File: config.mk
export PLATFORM = sky130hd
export DESIGN_NAME = audio_level_meter
export DESIGN_NICKNAME = d
export VERILOG_FILES = /design/src/rtl/audio_level_meter.sv
export SDC_FILE = /design/constraint.sdc
export NUM_CORES = 1
export LEC_CHECK = 0
export BUFFER_PORTS_ARGS = -buffer_cell sky130_fd_sc_hd__buf_2
export CORE_MARGIN = 1.5
export CORE_UTILIZATION = 35
export CTS_CLUSTER_SIZE = 12
export DETAILED_ROUTE_END_ITERATION = 10
export GPL_ROUTABILITY_DRIVEN = 1
export PLACE_DENSITY_LB_ADDON = 0.1
export SETUP_SLACK_MARGIN = 0.5
export SYNTH_ARGS = -nofsm -noshare
export SYNTH_HDL_FRONTEND = slang
export SYNTH_SLANG_ARGS = --single-unit
File: constraint.sdc
create_clock -name clock -period 5.7 [get_ports clock]
set_input_delay 0.285 -clock clock [delete_from_list [all_inputs] [get_ports clock]]
set_output_delay 0.285 -clock clock [all_outputs]
set_load 0.01 [all_outputs]
File: src/rtl/audio_level_meter.sv
// Peak-hold loudness meter: per-window peak amplitude of the mic stream,
// quantised to 0..9 with an optional one-step-per-window decay.
module audio_level_meter #(
    parameter int SAMPLE_BITS = 12,
    parameter int MID         = 2048,
    parameter int WINDOW      = 4000,
    parameter int STEP        = 205,
    parameter int DECAY       = 1
) (
    input  logic                   clock,
    input  logic                   reset,
    input  logic                   sample_en,
    input  logic [SAMPLE_BITS-1:0] mic_in,
    output logic [3:0]             audio_level,
    output logic                   level_update,
    output logic [SAMPLE_BITS-1:0] window_peak
);

    typedef enum logic [1:0] {
        ACCUM,
        QUANT,
        APPLY
    } state_t;

    localparam logic [SAMPLE_BITS-1:0] MID_C    = SAMPLE_BITS'(MID);
    localparam logic [SAMPLE_BITS-1:0] STEP_C   = SAMPLE_BITS'(STEP);
    localparam logic [SAMPLE_BITS-1:0] AMP_MAX  = {1'b0, {(SAMPLE_BITS-1){1'b1}}};
    localparam logic [15:0]            CNT_LAST = 16'(WINDOW - 1);
    localparam bit                     DECAY_ON = (DECAY != 0);

    state_t                 r_state;
    state_t                 w_nextState;
    logic [15:0]            r_cnt;
    logic [SAMPLE_BITS-1:0] r_acc;
    logic [SAMPLE_BITS-1:0] r_thr;
    logic [3:0]             r_k;
    logic [3:0]             r_raw;

    logic [SAMPLE_BITS-1:0] w_amp;
    logic [SAMPLE_BITS-1:0] w_ampSat;
    logic [SAMPLE_BITS-1:0] w_peakNew;
    logic                   w_windowEnd;

    // Below-midpoint excursions can reach MID, one more than the positive side allows.
    assign w_amp       = (mic_in >= MID_C) ? (mic_in - MID_C) : (MID_C - mic_in);
    assign w_ampSat    = (w_amp > AMP_MAX) ? AMP_MAX : w_amp;
    assign w_peakNew   = (w_ampSat > r_acc) ? w_ampSat : r_acc;
    assign w_windowEnd = sample_en && (r_cnt == CNT_LAST);

    always_ff @(posedge clock or posedge reset) begin
        if (reset) begin
            r_state <= ACCUM;
        end else begin
            r_state <= w_nextState;
        end
    end

    always_comb begin
        w_nextState = r_state;
        case (r_state)
            ACCUM:   if (w_windowEnd) w_nextState = QUANT;
            QUANT:   if (r_k == 4'd9) w_nextState = APPLY;
            APPLY:   w_nextState = ACCUM;
            default: w_nextState = ACCUM;
        endcase
    end

    // Accumulation keeps running through QUANT/APPLY so no sample is lost.
    always_ff @(posedge clock or posedge reset) begin
        if (reset) begin
            r_cnt        <= '0;
            r_acc        <= '0;
            r_thr        <= '0;
            r_k          <= '0;
            r_raw        <= '0;
            window_peak  <= '0;
            audio_level  <= '0;
            level_update <= 1'b0;
        end else begin
            level_update <= 1'b0;

            if (sample_en) begin
                if (w_windowEnd) begin
                    window_peak <= w_peakNew;
                    r_acc       <= '0;
                    r_cnt       <= '0;
                end else begin
                    r_acc <= w_peakNew;
                    r_cnt <= r_cnt + 16'd1;
                end
            end

            if (w_windowEnd) begin
                r_k   <= 4'd1;
                r_thr <= STEP_C;
                r_raw <= '0;
            end else if (r_state == QUANT) begin
                if (window_peak >= r_thr) r_raw <= r_k;
                r_k <= r_k + 4'd1;
                // Holding the last threshold keeps it within 9*STEP.
                if (r_k != 4'd9) r_thr <= r_thr + STEP_C;
            end else if (r_state == APPLY) begin
                if (!DECAY_ON || (r_raw >= audio_level)) begin
                    audio_level <= r_raw;
                end else begin
                    audio_level <= audio_level - 4'd1;
                end
                level_update <= 1'b1;
            end
        end
    end

endmodule

Word-level counts from Yosys, hierarchy flattened
Index checks and enable logic that the tools add are counted.
{"block": "totals", "register_bits": 67, "inputBits": 15, "output_inout_bits": 17, "wordCells": 59}
{"block": "op_classes", "n_addsub": 6, "n_lt_le_gt_ge": 5, "n_eq_ne": 7, "muxes": 20, "bitwise_logic": 2, "n_reduce_logical": 10}
{"cell": "12-bit two-way mux", "count": 7}
{"cell": "4-bit two-way mux", "count": 6}
{"cell": "16-bit by 1-bit adder with 16-bit output, second input constant", "count": 1}
{"cell": "16-bit by 12-bit equality test with 1-bit output, second input constant", "count": 1}
{"cell": "16-bit two-way mux", "count": 1}
{"cell": "12-bit by 8-bit adder with 12-bit output, second input constant", "count": 1}
{"cell": "12-bit >= comparator", "count": 1}
{"cell": "12-bit >= comparator, second input constant", "count": 1}
{"cell": "12-bit by 11-bit greater-than comparator with 1-bit output, second input constant", "count": 1}
{"cell": "12-bit greater-than comparator", "count": 1}
{"cell": "12-bit subtractor, first input constant", "count": 1}
{"cell": "12-bit subtractor, second input constant", "count": 1}
{"cell": "2-bit AND reduction", "count": 4}
{"cell": "2-bit nonzero test", "count": 3}
{"cell": "4-bit by 1-bit adder with 4-bit output, second input constant", "count": 1}
{"cell": "4-bit equality test, second input constant", "count": 1}
{"cell": "4-bit >= comparator", "count": 1}
{"cell": "2-bit two-way mux", "count": 2}
{"cell": "2-bit inequality test, second input constant", "count": 2}
{"cell": "4-bit inequality test, second input constant", "count": 1}
{"cell": "2-bit case mux with 2 select lines", "count": 1}
{"cell": "4-bit by 1-bit subtractor with 4-bit output, second input constant", "count": 1}
{"cell": "1-bit two-way mux", "count": 3}
{"cell": "3-bit AND reduction", "count": 1}
{"cell": "other kinds (5)", "count": 6}

Logic depth before layout (Yosys ltp)
{"block": "logic_depth", "depth_word": 7, "depth_mapped": 14, "depth_no_buf": 13}

Least setup slack after synthesis
Ideal clock, no wire load.
{"block": "synth_timing", "path_kind": "input to register", "from": "in mic_in[6]", "to": "reg r_acc[0]", "setup_time_ps": 121, "arrival_time_ps": 3097, "t_required_ps": 5579, "slack_ps": 2482, "cell_stages": 12, "path_buffers": 1, "cell_sequence": "nor4_2 nand4_1 nor2b_1 mux2i_1 ha_1 a41oi_1 o21ai_0 a221o_1 o22a_1 and3_1 clkbuf_1 a22o_1"}
{"block": "synth_via", "elab_chain_cells": 7, "elab_cells_between_ends": 9, "cone_classes": "add/sub: 2; order compare: 3; mux: 4"}
{"element": "start, declared", "line_no": "13", "text": "input logic [SAMPLE_BITS-1:0] mic_in,"}
{"element": "12-bit subtractor / 12-bit >= comparator (equally long branches)", "line_no": "45", "text": "assign w_amp = (mic_in >= MID_C) ? (mic_in - MID_C) : (MID_C - mic_in);"}
{"element": "12-bit two-way mux (*)", "line_no": "45"}
{"element": "12-bit by 11-bit greater-than comparator with 1-bit output", "line_no": "46", "text": "assign w_ampSat = (w_amp > AMP_MAX) ? AMP_MAX : w_amp;"}
{"element": "12-bit two-way mux (*)", "line_no": "46"}
{"element": "12-bit greater-than comparator", "line_no": "47", "text": "assign w_peakNew = (w_ampSat > r_acc) ? w_ampSat : r_acc;"}
{"element": "12-bit two-way mux (*)", "line_no": "47"}
{"element": "12-bit two-way mux (*)", "line_no": "83", "text": "if (w_windowEnd) begin"}
{"element": "end signal, assigned", "line_no": "88", "text": "r_acc <= w_peakNew;"}
{"element": "end, declared", "line_no": "34", "text": "logic [SAMPLE_BITS-1:0] r_acc;"}
Every way passes the cells marked *; elsewhere a longest branch is shown, timed or not.
A chain may end at the register's enable or synchronous reset.

Worst setup path in the final report
{"block": "layout_timing", "from": "in mic_in[2]", "to": "reg r_acc[2]"}
Same word-level chain as after synthesis.

==> out/metrics.yaml <==
placement:
  gp_congestion: 0.795
  dp_hpwl_um: 6120
  port_buffers: 31
cts:
  h-tree-depth: 3
  postCtsSetupBuffers: 0
  clock-sinks: 67
  cts_root_buf: "clkbuf_16"
  clkTransAtPathRegs_ns: 0.05
  cts_resized: 0
  clock_path_buffers: 2
  tritoncts: "built"
  ctsHoldBuffers: 0
  clk_latency_ns: 0.33
  cts_buffers: 9
sta:
  maxSlewHeadroom: 0.403
  fin_setup_tns_ns: 0
  finClkSkew_ns: 0.00583
  period_needed_ns: 4.04
  rsz0062_at_grt: "no"
  period_share: 0.709
  worstMarginPinSlew_ns: 0.890
  setup_viol: 0
  hold_viol_final: 0
  fmax_ghz: 0.248
  final_max_slew_viol_count: 0
die:
  placementRows: 38
  die_h_um: 110
  fp.dieW_um: 110
  die_area_sq_um: 12100
  fp.coreArea_sq_um: 11000
  io_pins: 32
  initial_core_util: 0.365
cells_and_area:
  drive_above_1_share: 0.127
  num_antenna_cells: 0
  utilization: 0.421
  nNetsFinal: 509
  area_growth_pct: 15.4
  fillCellCount: 1090
drt:
  drc: 0
  dr.pass1.iters: 4
  routed_wl_um: 8500
  num_vias: 3095
  routed_via_density: 5.12
  wl_per_cell_um: 14.1
  ant_nets: 0
  drt_iter0_drc: 135
setup_path:
  endpoint_kind: "register"
  reg2regPathDepth: 8
  rr_endpoint: "r_acc[2]$_DFFE_PP0P_"
  path_max_fanout: 14
  path_depth: 12
  startpoint: "mic_in[2]"
  critPathArrivalTime_ns: 4.30
  reg2reg_slack_ns: 2.67
  worstSetupPathType: "in2reg"
  r2r_start: "r_acc[7]$_DFFE_PP0P_"
  cpPeakStageDelay_ns: 0.83
  cp_slowest_cell: "o21ai_1"
  crit_chain: "buf_2, nor3_1, nand4_1, nor2b_1, mux2i_1, ha_1, a41oi_1, o21ai_0, a221o_1, o22a_1, o21ai_1, a22o_1"
  cpLargestDelayFamily: "compound AO/OA/AOI/OAI gates"
  start_kind: "input pin"
  endpoint: "r_acc[2]$_DFFE_PP0P_"
  crit_buf_inv: 1
  cp.required_ns: 5.96
logic_synthesis:
  ys_types: 54
  syn_avg_cell_area_sq_um: 9.38
  syn_nets: 476
  ys.flop_type: "dfrtp_1"
  synth_area_sq_um: 4010
  ys_seq_area_frac: 0.418
  synth-edff-count: 0
  yosysWarningCount: 0
  yosys.area.top_type: "dfrtp_1"
  netlist.area_leader.share: 0.418
  synth-seq-cells: 67
  synthArstFlopShare: 1.00
  ys_top_cells_by_area: "dfrtp_1 (42%), ha_1 (11%), mux2i_1 (5.0%)"
  synthCells: 427
global_route:
  grt_max_degree: 68
  grt_pass1_wl_um: 15000
  overflow: 0
  grt_usage: 0.160
  antenna_found_initial: 0
  grt_pass1_vias: 3152
flow_run:
  cap_violations: 0
power:
  irDropWorstVdd_mv: 0.206
  finalPower_mw: 1.32
  power.leakage_nw: 2.40
  power_density_nw_per_um2: 286
worst_hold_path:
  hold_class: "in2async"
outcome:
  status: "complete, no violations"
[stage by stage]
stage          cells  hold WS, ns  area, sq um  setup slack (ns)
6_report         604        0.210         4620              1.66
5_1_grt          604        0.302         4620              1.32
4_1_cts          604        0.253         4620              1.72
3_5_place_dp     589        0.474         4310              1.41
3_3_place_gp     589        0.472         4310              1.54
2_1_floorplan    427        0.454         4010              2.48
[where the power goes]
group / internal [mW] / switching [mW]
Sequential: 0.512 / 0.0391
Clock: 0.390 / 0.199
Combinational: 0.0825 / 0.0976
[cells in the final DEF, fill, tap and decap left out, types with 11 or more instances in the layout]
| master | synthesis | routed |
|---|---|---|
| nor2_1 | 34 | 34 |
| mux2i_1 | 20 | 20 |
| buf_2 | 2 | 31 |
| o21ai_1 | 11 | 11 |
| a22o_1 | 11 | 11 |
| nand3_1 | 13 | 13 |
| inv_1 | 40 | 39 |
| a21oi_1 | 22 | 22 |
| xnor2_1 | 19 | 19 |
| ha_1 | 34 | 34 |
| dfrtp_1 | 67 | 67 |
| nand2_1 | 48 | 48 |
[state kept, by name, summed over array words and instances (netlist names)]
register / cells
audio_level: 4
r_k: 4
r_state: 2
level_update: 1
r_acc: 12
r_thr: 12
r_raw: 4
window_peak: 12
r_cnt: 16
[cell type report]
type	count	area, sq um	area share
multi-input combinational	307	2120	0.459
sequential	67	1680	0.363
clock buffer	10	239	0.0517
timing repair buffer	34	178	0.0384
tap	140	175	0.0379
inverter	41	154	0.0333
clock inverter	5	77.6	0.0168
[worst register-to-register path, delay by kind of cell, from the launching register on]
kind / cells / cell delay, ns
buf+inv: 1 / 0.05
fa+ha+maj: 1 / 0.31
flops: 1 / 0.37
compound gates: 6 / 2.24
[cells by family (layout without fill, tap and decap cells)]
logic type                 Yosys count  in the layout  synth area share
buffers and inverters               53             90            0.0512
adders and majority gates           34             34             0.106
muxes                               20             20            0.0500
other                                1              1          0.000936
xor gates and xnor gates            29             29            0.0634
DFF                                 67             67             0.418
and+or+nand+nor                    143            143             0.181
AOI/OAI and AO/OA                   80             80             0.129
[routing by layer]
| metal | global-route usage | vias up | routed length (um) |
|---|---|---|---|
| met4 | 0.0557 | 0 | 118 |
| met3 | 0.0406 | 10 | 302 |
| met5 | 0 | - | 0 |
| li1 | - | 1552 | - |
| met1 | 0.216 | 1480 | 4350 |
| met2 | 0.250 | 53 | 3730 |
[worst min path at each step]
stage          depth (start not counted)                     to                   from  slack [ns]
6_report                               3  r_cnt[15]$_DFFE_PP0P_                  reset        0.21
5_1_grt                                3   r_cnt[0]$_DFFE_PP0P_                  reset        0.30
4_1_cts                                3  r_cnt[13]$_DFFE_PP0P_                  reset        0.25
3_5_place_dp                           1  r_acc[11]$_DFFE_PP0P_  r_acc[11]$_DFFE_PP0P_        0.47
3_3_place_gp                           1  r_acc[11]$_DFFE_PP0P_  r_acc[11]$_DFFE_PP0P_        0.47
2_1_floorplan                          1  r_acc[11]$_DFFE_PP0P_  r_acc[11]$_DFFE_PP0P_        0.45
[synthesized netlist by cell type, types with 2 or more instances]
master,n
inv_1,40
a211oi_1,2
dfrtp_1,67
nor2b_1,3
xnor2_1,19
and2_1,2
a41oi_1,2
nand4_1,10
and3_1,3
a21oi_1,22
xor2_1,10
o21ai_0,10
and4_1,2
nand3_1,13
a22o_1,11
or2_2,2
nor3_1,5
a21o_1,7
nand2_1,48
a31oi_1,3
nor4b_1,3
o21ai_1,11
clkbuf_1,9
nand2b_1,3
nor2_1,34
or3_1,5
ha_1,34
buf_2,2
mux2i_1,20
No activity file was read; power rests on OpenSTA's default activity.
